`config.mk`:
```
export PLATFORM = sky130hd
export DESIGN_NAME = axis_s_to_dac_parallel
export DESIGN_NICKNAME = d
export VERILOG_FILES = /design/src/rtl/axis_s_to_dac_parallel_pkg.sv /design/src/rtl/axis_dac_fifo.sv /design/src/rtl/axis_s_to_dac_parallel.sv
export SDC_FILE = /design/constraint.sdc
export NUM_CORES = 1
export LEC_CHECK = 0
export BUFFER_PORTS_ARGS = -buffer_cell sky130_fd_sc_hd__buf_2
export CAP_MARGIN = 20
export CORE_UTILIZATION = 56
export CTS_CLUSTER_SIZE = 25
export DETAILED_ROUTE_END_ITERATION = 10
export HOLD_SLACK_MARGIN = 0.02
export PLACE_DENSITY = 0.75
export SYNTH_ARGS = -nofsm -noshare
export SYNTH_HDL_FRONTEND = slang
export SYNTH_SLANG_ARGS = --single-unit
```
`constraint.sdc`:
```
create_clock -name s00_axis_aclk -period 4.1 [get_ports s00_axis_aclk]
set_input_delay 0.205 -clock s00_axis_aclk [delete_from_list [all_inputs] [get_ports s00_axis_aclk]]
set_output_delay 0.205 -clock s00_axis_aclk [all_outputs]
set_load 0.03 [all_outputs]
```
`src/rtl/axis_s_to_dac_parallel_pkg.sv`:
```
// axis_s_to_dac_parallel_pkg: shared state encoding, DAC midscale codes and status field positions
package axis_s_to_dac_parallel_pkg;
  typedef enum logic [1:0] {ST_IDLE, ST_PRIME, ST_RUN} dac_state_e;
  localparam logic [13:0] MIDSCALE_OB = 14'h2000;
  localparam logic [13:0] MIDSCALE_TC = 14'h0000;
  localparam int ENTRY_W = 17;
  localparam int ST_UCNT_LSB = 0;
  localparam int ST_LEVEL_LSB = 16;
  localparam int ST_RUN_BIT = 24;
  localparam int ST_STICKY_BIT = 25;
  localparam int ST_TLAST_LSB = 26;
endpackage

```
`src/rtl/axis_dac_fifo.sv`:
```
// axis_dac_fifo: show-ahead synchronous FIFO holding {tlast, sample} entries
module axis_dac_fifo
  import axis_s_to_dac_parallel_pkg::*;
#(
  parameter int DEPTH = 16,
  parameter int W = ENTRY_W,
  localparam int AW = $clog2(DEPTH)
) (
  input  logic          clk,
  input  logic          rst_n,
  input  logic          push,
  input  logic          pop,
  input  logic          flush,
  input  logic [W-1:0]  din,
  output logic [W-1:0]  dout,
  output logic          full,
  output logic          empty,
  output logic [AW:0]   level
);
  logic [W-1:0] mem_q [DEPTH];
  logic [AW-1:0] wr_q, rd_q;
  logic [AW:0] cnt_q;
  logic do_push, do_pop;
  assign full = cnt_q == (AW+1)'(DEPTH);
  assign empty = cnt_q == '0;
  assign level = cnt_q;
  assign dout = mem_q[rd_q];
  assign do_push = push && !full && !flush;
  assign do_pop = pop && !empty && !flush;
  // storage array is written only on accepted pushes and needs no reset
  always_ff @(posedge clk) begin
    if (do_push) mem_q[wr_q] <= din;
  end
  // pointers wrap naturally because DEPTH is a power of two
  always_ff @(posedge clk or negedge rst_n) begin
    if (!rst_n) begin
      wr_q <= '0;
      rd_q <= '0;
      cnt_q <= '0;
    end else if (flush) begin
      wr_q <= '0;
      rd_q <= '0;
      cnt_q <= '0;
    end else begin
      wr_q <= do_push ? wr_q + 1'b1 : wr_q;
      rd_q <= do_pop ? rd_q + 1'b1 : rd_q;
      cnt_q <= cnt_q + (AW+1)'(do_push) - (AW+1)'(do_pop);
    end
  end
endmodule

```
`src/rtl/axis_s_to_dac_parallel.sv`:
```
// axis_s_to_dac_parallel: AXI4-Stream sample sink driving a parallel DAC with its divided sample clock
module axis_s_to_dac_parallel
  import axis_s_to_dac_parallel_pkg::*;
#(
  parameter int C_S00_AXIS_TDATA_WIDTH = 32,
  parameter int DAC_WIDTH = 14,
  parameter int CLK_DIV = 4,
  parameter int FIFO_DEPTH = 16,
  parameter int PRIME_LEVEL = 8
) (
  input  logic                                s00_axis_aclk,
  input  logic                                s00_axis_aresetn,
  input  logic                                s00_axis_tvalid,
  input  logic [C_S00_AXIS_TDATA_WIDTH-1:0]   s00_axis_tdata,
  input  logic [C_S00_AXIS_TDATA_WIDTH/8-1:0] s00_axis_tstrb,
  input  logic                                s00_axis_tlast,
  output logic                                s00_axis_tready,
  output logic                                ClockToDAC,
  output logic [DAC_WIDTH-1:0]                DACdata,
  input  logic [3:0]                          control,
  output logic [31:0]                         status
);
  localparam int CW = $clog2(CLK_DIV);
  localparam int HALF = CLK_DIV / 2;
  localparam int LW = $clog2(FIFO_DEPTH) + 1;
  logic [CW-1:0] cnt_q, cnt_d;
  logic clk_q, rdy_q, upd;
  dac_state_e state_q, state_d;
  logic [DAC_WIDTH-1:0] dac_q, dac_d, mid, s, conv;
  logic [15:0] ucnt_q, ucnt_d;
  logic sticky_q, sticky_d;
  logic [5:0] tl_q, tl_d;
  logic en, flush, tc, hold;
  logic push, pop, full, empty, primed;
  logic [ENTRY_W-1:0] head;
  logic [LW-1:0] level;
  logic unused_ok;
  assign unused_ok = ^{s00_axis_tstrb, s00_axis_tdata[C_S00_AXIS_TDATA_WIDTH-1:16]};
  assign en = control[0];
  assign flush = control[1];
  assign tc = control[2];
  assign hold = control[3];
  assign cnt_d = (cnt_q == CW'(CLK_DIV - 1)) ? '0 : cnt_q + 1'b1;
  assign upd = cnt_q == CW'(HALF - 1);
  assign s00_axis_tready = rdy_q && !full && !flush;
  assign push = s00_axis_tvalid && s00_axis_tready;
  assign primed = level >= LW'(PRIME_LEVEL);
  assign mid = tc ? MIDSCALE_TC : MIDSCALE_OB;
  assign s = head[15 -: DAC_WIDTH];
  assign conv = tc ? s : {~s[DAC_WIDTH-1], s[DAC_WIDTH-2:0]};
  assign ClockToDAC = clk_q;
  assign DACdata = dac_q;
  axis_dac_fifo #(.DEPTH(FIFO_DEPTH), .W(ENTRY_W)) u_fifo (
    .clk   (s00_axis_aclk),
    .rst_n (s00_axis_aresetn),
    .push  (push),
    .pop   (pop),
    .flush (flush),
    .din   ({s00_axis_tlast, s00_axis_tdata[15:0]}),
    .dout  (head),
    .full  (full),
    .empty (empty),
    .level (level)
  );
  // divider, registered DAC clock (registered so it reads 0 in reset), FSM and counters
  always_ff @(posedge s00_axis_aclk or negedge s00_axis_aresetn) begin
    if (!s00_axis_aresetn) begin
      cnt_q <= '0;
      clk_q <= 1'b0;
      rdy_q <= 1'b0;
      state_q <= ST_IDLE;
      dac_q <= MIDSCALE_OB;
      ucnt_q <= '0;
      sticky_q <= 1'b0;
      tl_q <= '0;
    end else begin
      cnt_q <= cnt_d;
      clk_q <= cnt_d < CW'(HALF);
      rdy_q <= 1'b1;
      state_q <= state_d;
      dac_q <= dac_d;
      ucnt_q <= ucnt_d;
      sticky_q <= sticky_d;
      tl_q <= tl_d;
    end
  end
  // next state: DAC output and pops happen only on the update edge (DAC clock falling)
  always_comb begin
    state_d = state_q;
    dac_d = dac_q;
    pop = 1'b0;
    ucnt_d = ucnt_q;
    sticky_d = sticky_q;
    tl_d = tl_q;
    if (flush) begin
      state_d = ST_IDLE;
      ucnt_d = '0;
      sticky_d = 1'b0;
      tl_d = '0;
      dac_d = upd ? mid : dac_q;
    end else if (upd && !en) begin
      state_d = ST_IDLE;
      dac_d = mid;
    end else if (upd) begin
      if (state_q == ST_IDLE) begin
        state_d = ST_PRIME;
        dac_d = mid;
      end else if (state_q == ST_PRIME && !primed) begin
        dac_d = mid;
      end else if (!empty) begin
        pop = 1'b1;
        state_d = ST_RUN;
        dac_d = conv;
        tl_d = tl_q + {5'b0, head[16]};
      end else begin
        dac_d = hold ? dac_q : mid;
        ucnt_d = (ucnt_q == 16'hFFFF) ? ucnt_q : ucnt_q + 1'b1;
        sticky_d = 1'b1;
      end
    end else if (state_q == ST_IDLE && en) begin
      state_d = ST_PRIME;
    end
  end
  // status word assembled from live registers
  always_comb begin
    status = '0;
    status[ST_UCNT_LSB +: 16] = ucnt_q;
    status[ST_LEVEL_LSB +: LW] = level;
    status[ST_RUN_BIT] = state_q == ST_RUN;
    status[ST_STICKY_BIT] = sticky_q;
    status[ST_TLAST_LSB +: 6] = tl_q;
  end
endmodule

```
# After elaboration in Yosys (flattened, before gate mapping)
# Memories as Yosys holds them, arrays and structs flattened.
# Index checks and enable logic that the tools add are counted.
[totals]
reg_bits = 56
ramBits = 272
input_bits = 44
word_cells = 115
memories = 1
[classes]
addsub = 7
n_lt_le_gt_ge = 2
eq_ne = 15
muxes = 50
n_bitwise = 1
reduce_logical = 28
[mem_list]
columns = ["memory", "depth", "word_bits", "rd", "rd_clocked_by_memory_dff", "write_ports", "line", "text"]
rows = [
  ["u_fifo.mem_q", 16, 17, 1, 0, 1, "axis_dac_fifo.sv:20", "logic [W-1:0] mem_q [DEPTH];"],
]
[ops]
columns = ["op", "n"]
rows = [
  ["14-bit two-way mux", 10],
  ["16-bit two-way mux", 7],
  ["6-bit two-way mux", 6],
  ["16-bit by 1-bit adder with 16-bit output, second input constant", 1],
  ["16-bit == test, second input constant", 1],
  ["2-bit two-way mux", 8],
  ["4-bit two-way mux", 4],
  ["1-bit two-way mux", 14],
  ["1-bit logical AND", 10],
  ["2-bit inequality test, second input constant", 5],
  ["5-bit AND reduction", 2],
  ["2-bit nonzero test", 5],
  ["4-bit by 1-bit adder with 4-bit output, second input constant", 2],
  ["6-bit by 1-bit adder with 6-bit output", 1],
  ["6-bit by 3-bit inequality test with 1-bit output, second input constant", 1],
  ["3-bit AND reduction", 2],
  ["6-bit AND reduction", 1],
  ["5-bit by 1-bit adder with 5-bit output", 1],
  ["5-bit == test, second input constant", 1],
  ["5-bit by 4-bit >= comparator with 1-bit output, second input constant", 1],
  ["1-bit logical NOT", 5],
  ["5-bit logical NOT", 1],
  ["5-bit two-way mux", 1],
  ["5-bit by 3-bit inequality test with 1-bit output, second input constant", 1],
  ["other kinds (10)", 12],
]

# Longest topological paths before layout
# Gate-level depths: netlist (run 1).
[logic_depth]
depth_word = 12
mapped_depth = 19
depth_no_buf = 16

# Cells and area by module
# From an unflattened synthesis (run 1), not the netlist that was laid out.
[unflattened]
hier_cells = 792
hier_area_um2 = 13372.8
[modules_own_cells]
columns = ["mod", "n_inst", "cells_each", "area_per_inst_um2", "seq_area_each_um2"]
rows = [
  ["axis_dac_fifo", 1, 597, 11332.1, 8493.1],
  ["axis_s_to_dac_parallel", 1, 195, 2040.7, 1077.3],
]

# Worst setup path before layout (run 1)
# No wires, ideal clock.
[synth_path]
path_kind = "reg-to-reg"
start = "register u_fifo.cnt_q[2], in the netlist u_fifo.level[2]"
end = "register u_fifo.cnt_q[4], in the netlist u_fifo.level[4]"
arrival_time_ns = 3.423
slack_ns = 0.598
stages_incl_launch_ff = 20
path_buffers = 3
synth_period_minus_slack_ns = 3.502
cell_sequence = "dfrtp_1 > inv_1 > ha_1 > or4b_1 > buf_2 > o31ai_1 > or2_2 > clkbuf_1 > nor2_1 > buf_2 > ha_1 > inv_1 > ha_1 > inv_1 > fa_1 > inv_1 > a21oi_1 > nor2_1 > or3_1 > a21oi_1"
[synth_via]
elab_chain_cells = 12
word_cells_on_any_way = 23
cone_classes = "2 x add/sub; 1 x order compare; 1 x eq/ne; 7 x mux; 12 x reduce/logical"
[synth_lines]
columns = ["item", "line", "text"]
rows = [
  ["start, declared", "axis_dac_fifo.sv:22", "logic [AW:0] cnt_q;"],
  ["start signal, assigned", "axis_dac_fifo.sv:47", "cnt_q <= cnt_q + (AW+1)'(do_push) - (AW+1)'(do_pop);"],
  ["5-bit by 4-bit >= comparator with 1-bit output", "axis_s_to_dac_parallel.sv:47", "assign primed = level >= LW'(PRIME_LEVEL);"],
  ["1-bit logical NOT", "axis_s_to_dac_parallel.sv:108", "end else if (state_q == ST_PRIME && !primed) begin"],
  ["1-bit logical AND", "axis_s_to_dac_parallel.sv:108", ""],
  ["1-bit two-way mux", "axis_s_to_dac_parallel.sv:108", ""],
  ["1-bit two-way mux", "axis_s_to_dac_parallel.sv:105", "if (state_q == ST_IDLE) begin"],
  ["1-bit two-way mux", "axis_s_to_dac_parallel.sv:104", "end else if (upd) begin"],
  ["1-bit two-way mux", "axis_s_to_dac_parallel.sv:101", "end else if (upd && !en) begin"],
  ["1-bit two-way mux", "axis_s_to_dac_parallel.sv:95", "if (flush) begin"],
  ["1-bit logical AND (2 in series)", "axis_dac_fifo.sv:29", "assign do_pop = pop && !empty && !flush;"],
  ["5-bit by 1-bit subtractor with 5-bit output *", "axis_dac_fifo.sv:47", ""],
  ["5-bit two-way mux *", "axis_dac_fifo.sv:40", "end else if (flush) begin"],
]
# Every way passes the cells marked *; elsewhere a longest branch is shown, timed or not.
# A chain may end at the register's enable or synchronous reset.

# Worst setup path in the final report (run 1)
# Same ends and word-level chain as after synthesis.

==> results.sh, run 1 <==
export IMPL_outcome="completed"
export IMPL_postCtsSetupRepairBufs=0
export IMPL_cp_max_fo=7
export IMPL_slew_violations=0
export IMPL_clk_pin_slew_ns=0.06
export IMPL_dieHeight_microns=148
export IMPL_die_w_microns=148
export IMPL_yosysMostFrequentCell="edfxtp_1"
export IMPL_hp_class="in2reg"
export IMPL_setup_violations=0
export IMPL_start_kind="flip-flop"
export IMPL_hold_start="s00_axis_tdata[9]"
export IMPL_dp_hpwl_microns=15200
export IMPL_ys_seq_elements=296
export IMPL_start_util_pct=57.1
export IMPL_grt_total_usage_pct=23.8
export IMPL_synth_edf_count=240
export IMPL_rows=53
export IMPL_rsz0062_at_grt="false"
export IMPL_num_antenna_cells=0
export IMPL_min_period_ns=3.45
export IMPL_fin_cells=1079
export IMPL_final_layout_size_suffix_gt1_share_pct=24.1
export IMPL_dpl_cell_count=1015
export IMPL_avgRoutedWirePerCell_microns=23.3
export IMPL_holdPathEnd="u_fifo.mem_q[5][9]"
export IMPL_drc=0
export IMPL_fmax_ghz=0.290
export IMPL_cp_arrival_ns=3.90
export IMPL_final_area_sq_um=13700
export IMPL_ir_drop_uv=391
export IMPL_place_area_sq_um=12700
export IMPL_path_class="reg2reg"
export IMPL_gp_congestion=0.832
export IMPL_syn_avg_cell_area_sq_um=17.6
export IMPL_syn_to_final_growth_pct=14.4
export IMPL_ys_flop_type="edfxtp_1"
export IMPL_critPathSlowestCell="or4b_1"
export IMPL_wirelength_microns=25200
export IMPL_ys_seq_area_share_pct=71.7
export IMPL_synthesis_area_sq_um=12000
export IMPL_ff2ff_path_depth=16
export IMPL_grt_max_degree=43
export IMPL_path_cells="inv_1 > ha_1 > or4b_1 > o31ai_1 > or2_2 > nor2_1 > ha_1 > inv_1 > ha_1 > inv_1 > fa_1 > inv_1 > a21oi_1 > nor2_1 > or3_1 > a21oi_1"
export IMPL_fill_cells=1412
export IMPL_r2r_slack_ns=0.65
export IMPL_die_area_sq_um=22000
export IMPL_dr_first_iter_drc_count=471
export IMPL_cts_tree="yes"
export IMPL_synth_area_top_cells="edfxtp_1, dfrtp_1, mux4_2"
export IMPL_grt_pass1_wl_microns=38300
export IMPL_finalWorstSetupSlack_ns=0.653
export IMPL_synth_warnings=0
export IMPL_cts_sinks=296
export IMPL_worst_hold_path_num_cells=1
export IMPL_endpoint_kind="flip-flop"
export IMPL_crit_required_ns=4.55
export IMPL_cap_violations=0
export IMPL_tightest_slew_ns=0.855
export IMPL_synth_common_cells="edfxtp_1, dfrtp_1, mux4_2"
export IMPL_rr_startpoint="u_fifo.level[2]"
export IMPL_yosysUniqueCellTypes=47
export IMPL_worst_path_most_repeated_cell="inv_1"
export IMPL_clockBufferDepth=3
export IMPL_fin_skew_ns=0.0130
export IMPL_core_area_sq_um=21000
export IMPL_port_buffers=66
export IMPL_grt_overflow_total=0
export IMPL_detail_route_antenna_nets=0
export IMPL_post_route_period_util_pct=84.1
export IMPL_htreeDepth=1
export IMPL_r2r_end="u_fifo.level[4]"
export IMPL_via_count=6495
export IMPL_vias_per_cell=6.02
export IMPL_insertion_delay_ns=0.55
export IMPL_synthArstFlopShare_pct=18.9
export IMPL_ios=92
export IMPL_grt_antenna_before_repair=0
export IMPL_hold_viol=0
export IMPL_p_per_area_nw_per_um2=447
export IMPL_finish_net_count=844
export IMPL_multi_input_area_sq_um=3180
export IMPL_p_leak_nw=4.89
export IMPL_slowest_delay_ns=0.55
export IMPL_synth_top_area_share_pct=60.1
export IMPL_synthCells=683
export IMPL_regArea_sq_um=8610
export IMPL_dp_slack_ns=0.722
export IMPL_setup_tns_ns=0
export IMPL_first_pass_iters=5
export IMPL_slew_headroom_pct=42.8
export IMPL_synth_top_area_cell="edfxtp_1"
export IMPL_grt_pass1_vias=6651
export IMPL_numCtsBuffers=29
export IMPL_clockRootBuffer="clkbuf_16"
[placed cells by master, fill, tap and decap left out, drive strengths merged, types with 2 or more instances in the layout]
cell,instances
xnor2,5
nand4,12
mux4,52
a41oi,2
nor3,5
nand2,31
a21oi,9
nor2,39
clkbuf,39
nand2b,3
buf,91
a21o,2
and2,19
o21ai,11
o31ai,2
and3,7
conb,4
mux2i,34
clkinv,12
or3,4
dfrtp,55
ha,18
o211ai,2
a22o,13
a22oi,8
dlygate4sd3,10
xor2,16
nor2b,7
edfxtp,240
nand3,8
a221oi,14
inv,15
[worst max-delay path: cells and delay by family (launching register included)]
family | cells | cell delay, ns
and+or+nand+nor | 5 | 1.29
adders and majority gates | 4 | 0.90
AOI/OAI and AO/OA | 3 | 0.49
DFF | 1 | 0.39
buffers and inverters | 4 | 0.29
[final cells by class]
type                            instances  area share [%]
Tap cell                              275            2.51
Sequential cell                       296            62.8
Clock inverter                         15           0.729
Multi-Input combinational cell        339            23.2
Inverter                               14           0.383
Clock buffer                           39            5.85
Timing Repair Buffer                  101            4.59
[routing by layer]
metal / up-vias / GRT usage [%] / wire, microns
met2: 271 / 39.5 / 12500
met5: - / 0 / 0
met3: 43 / 5.80 / 2130
met1: 3309 / 31.1 / 9950
met4: 0 / 8.20 / 625
li1: 2872 / - / -
[how the worst max path moves through the flow]
stage | from | to | slack (ns) | cells after the start
global placement | u_fifo.level[2] | u_fifo.level[4] | 0.86 | 16
floorplan | u_fifo.level[2] | u_fifo.level[4] | 0.60 | 19
detailed placement | u_fifo.level[2] | u_fifo.level[4] | 0.72 | 16
finish | u_fifo.level[2] | u_fifo.level[4] | 0.65 | 16
global route | u_fifo.level[2] | u_fifo.level[4] | 0.49 | 16
CTS | u_fifo.level[2] | u_fifo.level[4] | 0.71 | 16
[cell families after synthesis]
family,share of synthesized area [%]
flops,71.7
xor+xnor,1.53
mux,12.6
simple gates,6.06
compound gates,4.15
buf+inv,1.82
other cells,0.0626
fa+ha+maj,2.04
[power by group]
part / internal, mW / switching (mW)
Sequential: 3.28 / 0.0211
Combinational: 0.114 / 0.216
Clock: 1.43 / 1.07
Total: 4.83 / 1.31
[registers in the layout (all words and copies together) (netlist names)]
signal	count
tl_q	6
ClockToDAC	1
u_fifo.level	5
ucnt_q	16
DACdata	14
state_q	2
u_fifo.rd_q	4
cnt_q	2
sticky_q	1
u_fifo.wr_q	4
u_fifo.mem_q	240
rdy_q	1
[through the flow]
step,power (mW),util [%],hold WS [ns]
after floorplan,3.57,-,-0.0906
after global placement,3.67,60.5,0.207
after detailed placement,3.69,60.5,0.216
after CTS,6.18,65.3,0.0231
after global routing,6.33,65.3,0.0357
final,6.14,65.3,0.0289
[timing repair]
| item | CTS | global route |
|---|---|---|
| endpoints found under the setup margin | 0 | 0 |
| hold endpoints to repair | 78 | 0 |
| hold buffers | 10 | 0 |
| resized for setup | 0 | 0 |
(Power assumes the default switching activity.)
==> inputs of run 2 (changes only) <==
Settings changed: CORE_UTILIZATION 56 to 54, PLACE_DENSITY 0.75 to 0.76.
Clock period 4.1 ns to 3 ns, I/O delays scaled along.
==> results.sh, run 2 (same netlist as run 1, synthesis figures left out) <==
export IMPL_cp_max_fo=3
export IMPL_final_cell_mix="edfxtp_1, buf_2, mux4_2"
export IMPL_met2_usage_pct=39.4
export IMPL_first_pass_iters=5
export IMPL_crit_required_ns=3.48
export IMPL_dr_first_iter_drc_count=444
export IMPL_vias_per_cell=6.00
export IMPL_min_period_ns=2.94
export IMPL_dieHeight_microns=151
export IMPL_critPathCapture="u_fifo.level[4]"
export IMPL_drc=0
export IMPL_via_count=6686
export IMPL_gp_congestion=0.839
export IMPL_slew_violations=0
export IMPL_critical_path_buf_inv_count=4
export IMPL_grt_pass1_vias=6676
export IMPL_grt_max_degree=42
export IMPL_cap_violations=0
export IMPL_insertion_delay_ns=0.57
export IMPL_largest_register_ffs=240
export IMPL_p_leak_nw=5.12
export IMPL_grt_total_usage_pct=23.8
export IMPL_slowest_delay_ns=0.48
export IMPL_wirelength_microns=26300
export IMPL_r2r_end="u_fifo.level[4]"
export IMPL_crit_family="simple AND/OR/NAND/NOR gates"
export IMPL_post_route_period_util_pct=98.0
export IMPL_rows=54
export IMPL_largest_register="u_fifo.mem_q"
export IMPL_final_common_cell="edfxtp_1"
export IMPL_cp_arrival_ns=3.42
export IMPL_tightest_slew_ns=0.549
export IMPL_regArea_sq_um=8620
export IMPL_endpoint_kind="flip-flop"
export IMPL_dp_slack_ns=-0.0730
export IMPL_path_cells="inv_4 > ha_4 > or4b_4 > o31ai_4 > or2_4 > nor2_4 > ha_4 > inv_2 > ha_4 > inv_2 > fa_2 > inv_2 > a21oi_2 > nor2_2 > or3_4 > a21oi_2"
export IMPL_multi_input_area_sq_um=3280
export IMPL_fin_skew_ns=0.0230
export IMPL_hp_class="in2async"
export IMPL_num_antenna_cells=0
export IMPL_p_per_area_nw_per_um2=640
export IMPL_die_w_microns=151
export IMPL_start_kind="flip-flop"
export IMPL_grt_pass1_wl_microns=38800
export IMPL_clockRootBuffer="clkbuf_16"
export IMPL_clk_pin_slew_ns=0.06
export IMPL_critPathSlowestCell="or4b_4"
export IMPL_avgRoutedWirePerCell_microns=23.6
export IMPL_final_layout_size_suffix_gt1_share_pct=29.0
export IMPL_cts_tree="yes"
export IMPL_grt_busiest_layer="met2"
export IMPL_ff2ff_path_depth=16
export IMPL_numCtsBuffers=29
export IMPL_fmax_ghz=0.340
export IMPL_slew_headroom_pct=63.4
export IMPL_fill_cells=1447
export IMPL_syn_to_final_growth_pct=19.1
export IMPL_rsz0062_at_grt="true"
export IMPL_cts_sinks=296
export IMPL_start_util_pct=55.0
export IMPL_grt_overflow_total=0
export IMPL_hold_viol=0
export IMPL_finish_net_count=875
export IMPL_port_buffers=66
export IMPL_detail_route_antenna_nets=0
export IMPL_core_area_sq_um=21800
export IMPL_ir_drop_uv=682
export IMPL_met3_usage_pct=3.43
export IMPL_whs_ns=0.113
export IMPL_htreeDepth=1
export IMPL_dp_hpwl_microns=15400
export IMPL_crit_cells=16
export IMPL_cp_startpoint="u_fifo.level[2]"
export IMPL_setup_violations=0
export IMPL_grt_antenna_before_repair=0
export IMPL_outcome="completed"
export IMPL_die_area_sq_um=22800
export IMPL_use_met1_pct=32.6
export IMPL_ios=92
export IMPL_r2r_slack_ns=0.06
export IMPL_clockBufferDepth=3
export IMPL_fin_util_pct=65.5
export IMPL_finalWorstSetupSlack_ns=0.0592
export IMPL_path_class="reg2reg"
export IMPL_rr_startpoint="u_fifo.level[2]"
==> run 2: worst register-to-register path, stage by stage (launching register included) <==
cell and delay [ns]:
dfrtp_2 0.42, inv_4 0.08, ha_4 0.13, or4b_4 0.48
o31ai_4 0.08, or2_4 0.18, nor2_4 0.05, ha_4 0.27
inv_2 0.04, ha_4 0.15, inv_2 0.05, fa_2 0.21
inv_2 0.04, a21oi_2 0.12, nor2_2 0.05, or3_4 0.36
a21oi_2 0.15
==> run 2: report_power, final <==
part	internal [mW]	switching (mW)
Sequential	4.49	0.0353
Combinational	0.256	0.344
Clock	2.47	1.55
Total	7.22	1.93
==> run 2: metrics by stage <==
step	cell area, sq um	TNS (ns)	instances	power (mW)
after floorplan	12100	-0.216	685	4.94
after global placement	12900	0	1034	5.07
after detailed placement	12900	-0.0730	1034	5.11
after CTS	14200	0	1110	9.15
after global routing	14300	-0.0859	1115	9.40
final	14300	0	1115	9.15
==> run 2: layout make-up <==
type | count | area share, %
inverters | 14 | 0.403
well taps | 280 | 2.45
flip-flops and latches | 296 | 60.3
multi-input cells | 339 | 22.9
clock inverters | 23 | 2.40
repair buffers | 132 | 6.37
clock buffers | 31 | 5.13
==> run 2: worst min-delay path by stage <==
stage | startpoint | end | slack (ns) | cells after the start
global placement | s00_axis_aresetn | ucnt_q[5] | 0.17 | 1
global route | control[1] | u_fifo.level[1] | 0.16 | 3
floorplan | s00_axis_aresetn | ClockToDAC | -0.15 | 0
CTS | s00_axis_aresetn | DACdata[6] | 0.12 | 2
detailed placement | s00_axis_aresetn | ucnt_q[5] | 0.17 | 1
finish | s00_axis_aresetn | DACdata[6] | 0.11 | 2
==> run 2: routing by layer <==
| layer | part of all wire, % | wire, microns |
|---|---|---|
| met1 | 42 | 11000 |
| met2 | 49 | 12900 |
| met5 | 0 | 0 |
| met4 | 2.7 | 719 |
| met3 | 6.6 | 1740 |
==> run 2: repair_timing <==
action | CTS | global route
setup endpoints to repair | 1 | 1
endpoints found under the hold margin | 265 | 0
buffers inserted | 3 | 5
pin swaps | 1 | 9
hold buffers | 19 | 0
resized for setup | 1 | 10
